### config.mk
export PLATFORM = sky130hd
export DESIGN_NAME = hdmi_slip_align_flat
export DESIGN_NICKNAME = d
export VERILOG_FILES = /design/src/rtl/hdmi_slip_align_if.sv /design/src/rtl/hdmi_slip_align.sv /design/src/flat_wrapper.sv
export SDC_FILE = /design/constraint.sdc
export NUM_CORES = 1
export LEC_CHECK = 0
export ABC_CLOCK_PERIOD_IN_PS = 2800
export CAP_MARGIN = 25
export CELL_PAD_IN_SITES_DETAIL_PLACEMENT = 2
export CELL_PAD_IN_SITES_GLOBAL_PLACEMENT = 2
export CORE_ASPECT_RATIO = 0.6
export CORE_MARGIN = 10
export CORE_UTILIZATION = 43
export DETAILED_ROUTE_END_ITERATION = 6
export DONT_BUFFER_PORTS = 1
export HOLD_SLACK_MARGIN = 0.15
export PLACE_DENSITY_LB_ADDON = 0.15
export SYNTH_ARGS = -nofsm -noshare
export SYNTH_HDL_FRONTEND = slang
export SYNTH_SLANG_ARGS = --single-unit
### constraint.sdc
create_clock -name i_clk -period 2.8 [get_ports i_clk]
set_input_delay 0.28 -clock i_clk [delete_from_list [all_inputs] [get_ports i_clk]]
set_output_delay 0.28 -clock i_clk [all_outputs]
set_load 0.01 [all_outputs]
### src/rtl/hdmi_slip_align_if.sv
// Link between the TMDS word-alignment controller and the pixel-slip stage.
// The master side is the aligner (owns the slip amount); the slave side is the slip stage.
interface hdmi_slip_align_if;
   logic [9:0] i_pixel;
   logic [4:0] o_slip;
   logic       o_locked;
   logic       o_adv;

   modport master (input i_pixel, output o_slip, output o_locked, output o_adv);
   modport slave  (output i_pixel, input o_slip, input o_locked, input o_adv);
endinterface

### src/rtl/hdmi_slip_align.sv
// Word-alignment controller for one TMDS channel: sweeps the slip offset until a run of
// control tokens is seen, then holds lock until tokens stop appearing for a full window.
module hdmi_slip_align #(
   parameter int THRESH = 12,
   parameter int WINDOW = 4096,
   parameter int SETTLE = 4
) (
   input  logic              i_clk,
   input  logic              i_reset,
   hdmi_slip_align_if.master bus
);
   localparam int WW = $clog2(WINDOW);
   localparam logic [7:0]    RUN_LAST    = 8'(THRESH - 1);
   localparam logic [7:0]    RUN_MAX     = 8'(THRESH);
   localparam logic [3:0]    SETTLE_LOAD = 4'(SETTLE - 1);
   localparam logic [WW-1:0] WIN_LAST    = {WW{1'b1}};

   typedef enum logic [1:0] {
      ST_SETTLE = 2'd0,
      ST_SEARCH = 2'd1,
      ST_LOCKED = 2'd2
   } state_t;

   function automatic logic is_token(input logic [9:0] w);
      logic r;
      case (w)
         10'h354, 10'h0AB, 10'h154, 10'h2AB: r = 1'b1;
         default:                            r = 1'b0;
      endcase
      return r;
   endfunction

   state_t        state_r;
   logic [3:0]    settle_cnt_r;
   logic [7:0]    run_cnt_r;
   logic [WW-1:0] win_cnt_r;
   logic [4:0]    slip_r;
   logic          locked_r;
   logic          adv_r;

   logic          hit_s;
   logic          run_ok_s;
   logic          expiry_s;
   logic [7:0]    run_next_s;
   logic [4:0]    slip_next_s;

   // Token detection, run-complete / window-expiry events and next-value helpers.
   always_comb begin
      hit_s       = is_token(bus.i_pixel);
      run_ok_s    = (state_r != ST_SETTLE) && hit_s && (run_cnt_r == RUN_LAST);
      expiry_s    = (win_cnt_r == WIN_LAST);
      slip_next_s = (slip_r == 5'd9) ? 5'd0 : slip_r + 5'd1;
      if (!hit_s) begin
         run_next_s = 8'd0;
      end else if (run_cnt_r == RUN_MAX) begin
         run_next_s = run_cnt_r;
      end else begin
         run_next_s = run_cnt_r + 8'd1;
      end
   end

   // Alignment state machine with registered slip/lock/advance outputs.
   always_ff @(posedge i_clk or posedge i_reset) begin
      if (i_reset) begin
         state_r      <= ST_SETTLE;
         settle_cnt_r <= SETTLE_LOAD;
         run_cnt_r    <= 8'd0;
         win_cnt_r    <= '0;
         slip_r       <= 5'd0;
         locked_r     <= 1'b0;
         adv_r        <= 1'b0;
      end else begin
         adv_r <= 1'b0;
         case (state_r)
            ST_SETTLE: begin
               run_cnt_r <= 8'd0;
               win_cnt_r <= '0;
               if (settle_cnt_r == 4'd0) begin
                  state_r <= ST_SEARCH;
               end else begin
                  settle_cnt_r <= settle_cnt_r - 4'd1;
               end
            end
            ST_SEARCH: begin
               run_cnt_r <= run_next_s;
               if (run_ok_s) begin
                  state_r   <= ST_LOCKED;
                  locked_r  <= 1'b1;
                  win_cnt_r <= '0;
               end else if (expiry_s) begin
                  state_r      <= ST_SETTLE;
                  settle_cnt_r <= SETTLE_LOAD;
                  slip_r       <= slip_next_s;
                  adv_r        <= 1'b1;
                  run_cnt_r    <= 8'd0;
                  win_cnt_r    <= '0;
               end else begin
                  win_cnt_r <= win_cnt_r + WW'(1);
               end
            end
            ST_LOCKED: begin
               run_cnt_r <= run_next_s;
               if (run_ok_s) begin
                  win_cnt_r <= '0;
               end else if (expiry_s) begin
                  // Tokens have gone quiet for a whole window: drop lock and resume the sweep.
                  state_r      <= ST_SETTLE;
                  settle_cnt_r <= SETTLE_LOAD;
                  locked_r     <= 1'b0;
                  slip_r       <= slip_next_s;
                  adv_r        <= 1'b1;
                  run_cnt_r    <= 8'd0;
                  win_cnt_r    <= '0;
               end else begin
                  win_cnt_r <= win_cnt_r + WW'(1);
               end
            end
            default: begin
               state_r      <= ST_SETTLE;
               settle_cnt_r <= SETTLE_LOAD;
               run_cnt_r    <= 8'd0;
               win_cnt_r    <= '0;
               locked_r     <= 1'b0;
            end
         endcase
      end
   end

   assign bus.o_slip   = slip_r;
   assign bus.o_locked = locked_r;
   assign bus.o_adv    = adv_r;
endmodule
### src/flat_wrapper.sv
// flat-port wrapper written by rule: the top's interface ports become plain ports
module hdmi_slip_align_flat 
#(
   parameter int THRESH = 12,
   parameter int WINDOW = 4096,
   parameter int SETTLE = 4
)
  (i_clk, i_reset, bus_i_pixel, bus_o_slip, bus_o_locked, bus_o_adv);
  hdmi_slip_align_if bus_i ();
  input  logic i_clk;
  input  logic i_reset;
  input wire logic [$bits(bus_i.i_pixel)-1:0] bus_i_pixel;
  output wire logic [$bits(bus_i.o_slip)-1:0] bus_o_slip;
  output wire logic [$bits(bus_i.o_locked)-1:0] bus_o_locked;
  output wire logic [$bits(bus_i.o_adv)-1:0] bus_o_adv;
  assign bus_i.i_pixel = bus_i_pixel;
  assign bus_o_slip = bus_i.o_slip;
  assign bus_o_locked = bus_i.o_locked;
  assign bus_o_adv = bus_i.o_adv;
  hdmi_slip_align #(.THRESH(THRESH), .WINDOW(WINDOW), .SETTLE(SETTLE)) u_core (.i_clk(i_clk), .i_reset(i_reset), .bus(bus_i));
endmodule
==> metrics.txt, run 1 <==
CP max FO=7; P per Cell Area=499 nW/um^2; first-pass GRT wire length=9160 um; Synth top area share=40.8%; Final Non-Filler Cells=266; post-route cell area=2120 um^2; core footprint=4190 um^2; Flop pwr share=49.0%; Buf+Inv Stages, Crit Path=0; Mapped Area=1900 um^2; WL/cell=20.2 um; Pleak=0.947 nW; Total GRT Usage=14.8%; htree depth=2; clk slew on worst S/H paths=0.07 ns; HPWL after detailed placement=4030 um; Worst-Skew Late Latency=0.28 ns; Hold WS=0.439 ns; placed insts=257; Distinct cells, synth=43; Area Overhead vs Synth=11.4%; R2R setup slack=0.65 ns; pre-CTS setup slack=0.659 ns; RD Place Congestion=0.775; worst slew pin tran=0.600 ns; DR iter-0 viols=61; CTS tree=built; post-synthesis async set-or-reset flop share=100%; class of the most critical setup path=reg -> reg; Arr. time, crit path=2.32 ns; max-cap violation count=0; placed inst area=1990 um^2; Clock Power Share=44.2%; combinational group share of total power=6.8%; via count of the routed design=1529; #FFs+latches synth=33; TritonCTS buffer count=5; Worst Skew=0.00983 ns; io pins=19; # DRC=0; synth top area cells=dfrtp_1 41%, ha_1 7.2%, nor2_1 5.1%; Final Core Density=50.5%; Worst Setup End Kind=flop; vias in the first global route=1740; minimum clock period=2.15 ns; row count=18; Crit path required time=2.98 ns; Synth Instances=196; Psw=0.236 mW; VDD IR max=0.403 mV; Clock Root Buffer=clkbuf_8; Via density=5.75; setup tns final=0 ns; CTS Sinks=33; status=complete, no violations; crit path launch type=flop; Hold Crit Class=in -> reg; RSZ-0062 raised after global routing=no; total power draw=1.06 mW; Starting Density=45.3%; post-synth net total=219; Cell Chain, Critical Path=ha_1 > nand4_1 > nor3_2 > nor2_1 > a221o_1 > a22o_1; worst setup margin=0.654 ns; sequential area share after synthesis=43.6%; CP max stage cell=nor3_2; Ys Warns=0; Rel. slew slack=59.8%; Chip Height=71.5 um; number of synthesized flops with an enable pin=0; n_diodes=0; Crit path max-delay family=simple AND/OR/NAND/NOR gates; Largest stage delay, worst path=0.57 ns; final wirelength=5370 um; NumNets Final=228; FMAX=466 MHz; clk buf depth=2; input/output buffers=0; initial antenna violation count=0; layout cells sized above 1=13.1%; Internal=0.820 mW; Setup-failing EPs final=0; Detailed Routing Iterations Pass 1=4; Overflow after GRT=0; pin count of the biggest net entering global routing=34; die area=7560 um^2; final hold violation count=0; max-slew violations=0; syn_area_per_cell=9.69 um^2; dominant synthesized flop cell=dfrtp_1; Die Wd=106 um; Final Cycle Share=76.7%; area leader, netlist=dfrtp_1; Switching Share=22.3%; DRT antenna net count=0
==> synth_stat cells, types with 3 or more instances <==
cell type,count
a211oi_1,4
a21oi_1,4
and3_1,8
dfrtp_1,31
ha_1,11
inv_1,14
nand2_1,9
nand3_1,14
nand4_1,7
nor2_1,26
nor2_2,3
nor2b_1,3
nor3_1,7
o21ai_0,6
xnor2_1,6
xor2_1,9
==> layer usage <==
layer	GRT usage [%]	up-vias	routed length [um]
met1	17.7	785	2290
li1	-	706	-
met2	26.1	36	2690
met3	4.91	2	383
met4	2.24	0	14
met5	0	-	0
==> power groups by stage <==
stage          Combinational [mW]  Clock, mW  Sequential (mW)
2_1_floorplan              0.0563          0            0.522
3_3_place_gp               0.0658          0            0.524
3_5_place_dp               0.0745          0            0.527
4_1_cts                    0.0754      0.478            0.517
5_1_grt                    0.0866      0.504            0.522
6_report                   0.0718      0.466            0.518
==> state kept, by name, summed over array words and instances, names as in the netlist <==
register	flops
u_core.win_cnt_r	12
u_core.run_cnt_r	8
u_core.bus.o_slip	5
u_core.settle_cnt_r	4
u_core.bus.o_adv	1
u_core.bus.o_locked	1
u_core.state_r	2
==> cell families after synthesis <==
group           Yosys count  synth area share [%]
simple gates             89                  25.9
xor+xnor                 15                  6.92
compound gates           27                  10.3
mux                       5                  2.83
buf+inv                  16                  3.16
fa+ha+maj                11                  7.25
flops                    33                  43.6
==> final timing paths <==
path                                               start                                 end  depth (start not counted)
max                        u_core.win_cnt_r[0]$_DFF_PP0_       u_core.state_r[1]$_DFFE_PP0P_                          6
min                                       bus_i_pixel[8]       u_core.run_cnt_r[1]$_DFF_PP0_                          3
max reg2reg                u_core.win_cnt_r[0]$_DFF_PP0_       u_core.state_r[1]$_DFFE_PP0P_                          6
min reg2reg                u_core.win_cnt_r[0]$_DFF_PP0_       u_core.win_cnt_r[0]$_DFF_PP0_                          1
max in group asynchronous                        i_reset  u_core.settle_cnt_r[0]$_DFFE_PP1P_                          3
min in group asynchronous                        i_reset       u_core.state_r[1]$_DFFE_PP0P_                          3
==> cell usage in the layout, fill, tap and decap left out, types with 3 or more instances in the layout <==
cell type,instances
clkbuf_8,6
xnor2_1,6
xor2_1,9
and3_1,8
dfrtp_1,31
nor3_1,7
nor2b_1,3
nand4_1,7
a211oi_1,4
nor2_1,26
nand2_1,9
inv_1,14
ha_1,11
nand3_1,14
o21ai_0,6
a21oi_1,4
buf_4,3
nor2_2,3
==> worst reg2reg max path, stage by stage (launching register included) <==
cell,delay (ns)
dfrtp_1,0.39
ha_1,0.21
nand4_1,0.19
nor3_2,0.57
nor2_1,0.12
a221o_1,0.34
a22o_1,0.23
==> cell type report <==
type                       instances  area (um^2)
fill                             444         2070
inverter                          14         52.6
tap                               60         75.1
sequential                        33          828
clock inverter                     1         30.0
timing repair buffer               4         32.5
multi-input combinational        147         1010
clock buffer                       7         86.3
==> repair_timing <==
item                                    4_1_cts  5_1_grt
buffers inserted                              0        0
endpoints found under the setup margin        0        0
endpoints found under the hold margin        31        0
hold buffers                                  1        0
gates resized for setup                       0        0
No activity file was read; power rests on OpenSTA's default activity.
==> run 2: changes to the inputs <==
- ABC_CLOCK_PERIOD_IN_PS: 2800 -> 2100
- CORE_UTILIZATION: 43 -> 40
- clock period: 2.8 -> 2.1 ns (I/O delays scaled with it)
==> metrics.txt, run 2 (synthesis results as in run 1) <==
n_diodes=0; Switching Share=24.3%; Setup-failing EPs final=0; row count=19; area occupied by multi-input gates=1030 um^2; CP max stage cell=dfrtp_1; io pins=19; CTS Sinks=33; Pleak=0.997 nW; Die Wd=109 um; clk buf depth=2; class of the most critical setup path=reg -> reg; Starting Density=41.4%; via count of the routed design=1528; status=complete, no violations; final wirelength=5770 um; Flop pwr share=47.8%; Clock Root Buffer=clkbuf_8; clk slew on worst S/H paths=0.08 ns; CTS tree=built; max-cap violation count=0; Worst-Skew Late Latency=0.30 ns; final hold violation count=0; Arr. time, crit path=2.21 ns; setup tns final=0 ns; gr busiest metal=met2; R2R setup slack=0.08 ns; CP max FO=5; NumNets Final=235; M3 GR Usage=4.80%; RD Place Congestion=0.796; Reg area=830 um^2; DRT antenna net count=0; fillcell total=490; Via density=5.54; Psw=0.351 mW; # DRC=0; WL/cell=20.9 um; Internal=1.09 mW; VDD IR max=0.341 mV; layout cells sized above 1=17.4%; max-slew violations=0; die area=7990 um^2; crit path launch type=flop; r2r endpoint=u_core.settle_cnt_r[2]$_DFFE_PP0P_; Overflow after GRT=0; Top reg by flops=u_core.win_cnt_r; HPWL after detailed placement=4000 um; worst slew pin tran=0.480 ns; minimum clock period=2.02 ns; Clock Power Share=45.3%; worst-case reg-to-reg path depth=6; Rel. slew slack=67.8%; P per Cell Area=658 nW/um^2; hold depth=4; Worst Setup End Kind=flop; most frequent cells in the layout=30 x dfrtp_1, 25 x nor2_1, 14 x nand3_1, 14 x inv_1, 11 x ha_1; Largest stage delay, worst path=0.40 ns; initial antenna violation count=0; Final Cycle Share=96.3%; Area Overhead vs Synth=15.4%; first-pass GRT wire length=9180 um; total power draw=1.44 mW; TritonCTS buffer count=5; RR Startpoint=u_core.win_cnt_r[0]$_DFF_PP0_; vias in the first global route=1713; Total GRT Usage=14.9%; Crit path required time=2.28 ns; core footprint=4590 um^2; Hold Crit Endpoint=u_core.bus.o_slip[2]$_DFFE_PP0P_; commonest non-fill, non-tap cell in the layout=dfrtp_1; combinational group share of total power=6.9%; global-route met1 utilization=18.2%; DR iter-0 viols=51; input/output buffers=0; htree depth=2; FMAX=495 MHz; worst min-delay path startpoint=bus_i_pixel[8]; Hold Crit Class=in -> reg; Largest register FFs=12; pin count of the biggest net entering global routing=34; Chip Height=73.4 um; Detailed Routing Iterations Pass 1=6; Worst Skew=0.00839 ns; Cell Chain, Critical Path=ha_1 > nand4_1 > nor2_2 > nand3_1 > o21ai_2 > mux2_1; met2 Use GR=23.7%
run 2: what timing repair did:
action / 4_1_cts / 5_1_grt
gates resized for setup: 0 / 4
buffers inserted: 0 / 2
pin swaps: 0 / 1
endpoints found under the setup margin: 1 / 20
hold buffers: 1 / 0
hold endpoints to repair: 31 / 0
run 2: worst max-delay path by stage:
stage | startpoint | to | slack (ns) | cells after the start
after floorplan | u_core.state_r[0]$_DFFE_PP0P_ | u_core.bus.o_slip[0]$_DFFE_PP0P_ | 0.20 | 8
after CTS | u_core.state_r[0]$_DFFE_PP0P_ | u_core.bus.o_slip[0]$_DFFE_PP0P_ | -0.0005 | 7
final | u_core.win_cnt_r[0]$_DFF_PP0_ | u_core.settle_cnt_r[2]$_DFFE_PP0P_ | 0.08 | 6
after global placement | u_core.state_r[0]$_DFFE_PP0P_ | u_core.bus.o_slip[1]$_DFFE_PP0P_ | 0.18 | 7
after global routing | u_core.win_cnt_r[0]$_DFF_PP0_ | u_core.settle_cnt_r[2]$_DFFE_PP0P_ | -0.02 | 6
after detailed placement | u_core.state_r[0]$_DFFE_PP0P_ | u_core.bus.o_slip[0]$_DFFE_PP0P_ | 0.09 | 7
run 2: through the flow:
step	worst slack, ns	std cells	area, um^2	utilization (%)	hold WS [ns]
floorplan	0.201	196	1900	-	0.337
global placement	0.181	265	2030	44.3	0.217
detailed placement	0.0863	265	2030	44.3	0.236
CTS	-0.000515	274	2160	47.1	0.375
global route	-0.0166	276	2190	47.8	0.386
finish	0.0782	276	2190	47.8	0.371
run 2: per-layer routing:
metal	routed length (um)	up-vias
li1	-	731
met1	2610	759
met2	2750	27
met3	322	11
met4	88	0
met5	0	-
run 2: final cells by class:
| type | instances | area share [%] |
|---|---|---|
| multi-input combinational | 147 | 46.8 |
| tap | 63 | 3.60 |
| timing repair buffer | 11 | 3.88 |
| inverter | 14 | 2.40 |
| clock inverter | 2 | 1.71 |
| clock buffer | 6 | 3.77 |
| sequential | 33 | 37.8 |
run 2: power groups by stage:
stage | registers (mW) | clock network [mW] | logic, mW
5_1_grt | 0.693 | 0.698 | 0.116
6_report | 0.690 | 0.654 | 0.0989
4_1_cts | 0.689 | 0.669 | 0.0985
2_1_floorplan | 0.696 | 0 | 0.0751
3_3_place_gp | 0.699 | 0 | 0.0895
3_5_place_dp | 0.702 | 0 | 0.0952
run 2: worst max-delay path: cells and delay by family, from the launching register on:
family	cells	cell delay [ns]
mux	1	0.34
flops	1	0.40
simple gates	3	0.73
compound gates	1	0.21
fa+ha+maj	1	0.24
==> run 3: changes to the inputs <==
- CORE_ASPECT_RATIO: 0.6 -> not set
- CORE_MARGIN: 10 -> not set
==> metrics.txt, run 3 (synthesis results as in run 1) <==
status=finished, violations left; failing checks=DRC; Final Cycle Share=94.8%; Setup-failing EPs final=0; Starting Density=42.7%; placed inst area=2020 um^2; Chip Height=70.9 um; final hold violation count=0; Flop pwr share=45.6%; most frequent cells in the layout=31 x dfrtp_1, 26 x nor2_1, 14 x inv_1, 13 x nand3_1, 11 x ha_1; Crit path required time=2.27 ns; class of the most critical setup path=reg -> reg; NumNets Final=235; Rel. slew slack=67.6%; DRT antenna net count=0; n_diodes=0; HPWL after detailed placement=3790 um; Internal=1.18 mW; crit path launch type=flop; vias in the first global route=1863; clk buf depth=2; input/output buffers=0; die area=5030 um^2; row count=24; R2R setup slack=0.11 ns; total power draw=1.51 mW; Total GRT Usage=23.9%; htree depth=2; Area Overhead vs Synth=15.8%; fillcell total=482; FMAX=503 MHz; Psw=0.335 mW; max-cap violation count=0; via count of the routed design=1553; WL/cell=20.0 um; commonest non-fill, non-tap cell in the layout=dfrtp_1; Hold WS=0.354 ns; DR iter-0 viols=39; TritonCTS buffer count=5; setup tns final=0 ns; CTS Sinks=33; Clock Power Share=48.0%; P per Cell Area=688 nW/um^2; Switching Share=22.2%; Worst Skew=0.0115 ns; Die Wd=70.9 um; CP max FO=7; Hold Crit Class=in -> reg; minimum clock period=1.99 ns; first-pass GRT wire length=9250 um; pin count of the biggest net entering global routing=22; # DRC=2; Detailed Routing Iterations Pass 1=7; initial antenna violation count=0; VDD IR max=0.496 mV; Top reg by flops=u_core.win_cnt_r; clk slew on worst S/H paths=0.08 ns; max-slew violations=0; post-route cell area=2200 um^2; Worst-Skew Late Latency=0.30 ns; Final Core Density=49.5%; Worst Setup End Kind=flop; final wirelength=5310 um; Arr. time, crit path=2.16 ns; io pins=19; RD Place Congestion=0.733; Pleak=0.995 nW; Clock Root Buffer=clkbuf_8; CTS tree=built; Overflow after GRT=0; Via density=5.86; Largest register FFs=12; worst slew pin tran=0.483 ns; layout cells sized above 1=17.8%; core footprint=4440 um^2; combinational group share of total power=6.4%; RSZ-0062 raised after global routing=no
==> run 3: path summary, 6_finish.rpt <==
kind | cells past startpoint | endpoint | start
max reg2reg | 7 | u_core.bus.o_slip[1]$_DFFE_PP0P_ | u_core.state_r[0]$_DFFE_PP0P_
max in group asynchronous | 3 | u_core.settle_cnt_r[1]$_DFFE_PP1P_ | i_reset
min in group asynchronous | 2 | u_core.win_cnt_r[4]$_DFF_PP0_ | i_reset
min reg2reg | 1 | u_core.win_cnt_r[0]$_DFF_PP0_ | u_core.win_cnt_r[0]$_DFF_PP0_
min | 3 | u_core.run_cnt_r[1]$_DFF_PP0_ | bus_i_pixel[8]
max | 7 | u_core.bus.o_slip[1]$_DFFE_PP0P_ | u_core.state_r[0]$_DFFE_PP0P_
==> run 3: cell type report <==
class	count	area (um^2)	share of cell area [%]
clock buffer	5	68.8	3.13
clock inverter	3	65.1	2.96
inverter	14	52.6	2.39
multi-input combinational	147	1030	47.0
sequential	33	828	37.7
tap	52	65.1	2.96
timing repair buffer	11	85.1	3.87
==> run 3: what timing repair did <==
action | 4_1_cts | 5_1_grt
setup endpoints to repair | 1 | 12
setup buffers | 0 | 1
hold buffers | 1 | 0
hold endpoints to repair | 12 | 0
resized for setup | 1 | 3
==> run 3: power by group through the flow <==
stage	Sequential, mW	Combinational, mW	Clock (mW)
after floorplan	0.696	0.0751	0
after global placement	0.699	0.0880	0
after detailed placement	0.702	0.0966	0
after CTS	0.690	0.101	0.732
after global routing	0.696	0.116	0.753
final	0.690	0.0970	0.725
==> run 3: critical path, cell delays in order, from the launching register on <==
cell,delay (ns)
dfrtp_1,0.41
inv_1,0.09
ha_1,0.24
nor2_1,0.11
nand4_1,0.22
a21o_4,0.29
nand3_2,0.13
mux2_2,0.35
==> run 3: through the flow <==
step	std cells	setup slack [ns]
finish	265	0.110
global route	265	0.00675
CTS	264	0.0642
detailed placement	255	-0.0721
global placement	255	0.185
floorplan	196	0.201
==> run 3: layer usage <==
metal | vias up | wire [um] | track usage (%)
met1 | 792 | 2110 | 26.9
met3 | 13 | 188 | 4.70
li1 | 721 | - | -
met2 | 27 | 2910 | 45.3
met4 | 0 | 106 | 7.56
met5 | - | 0 | 0
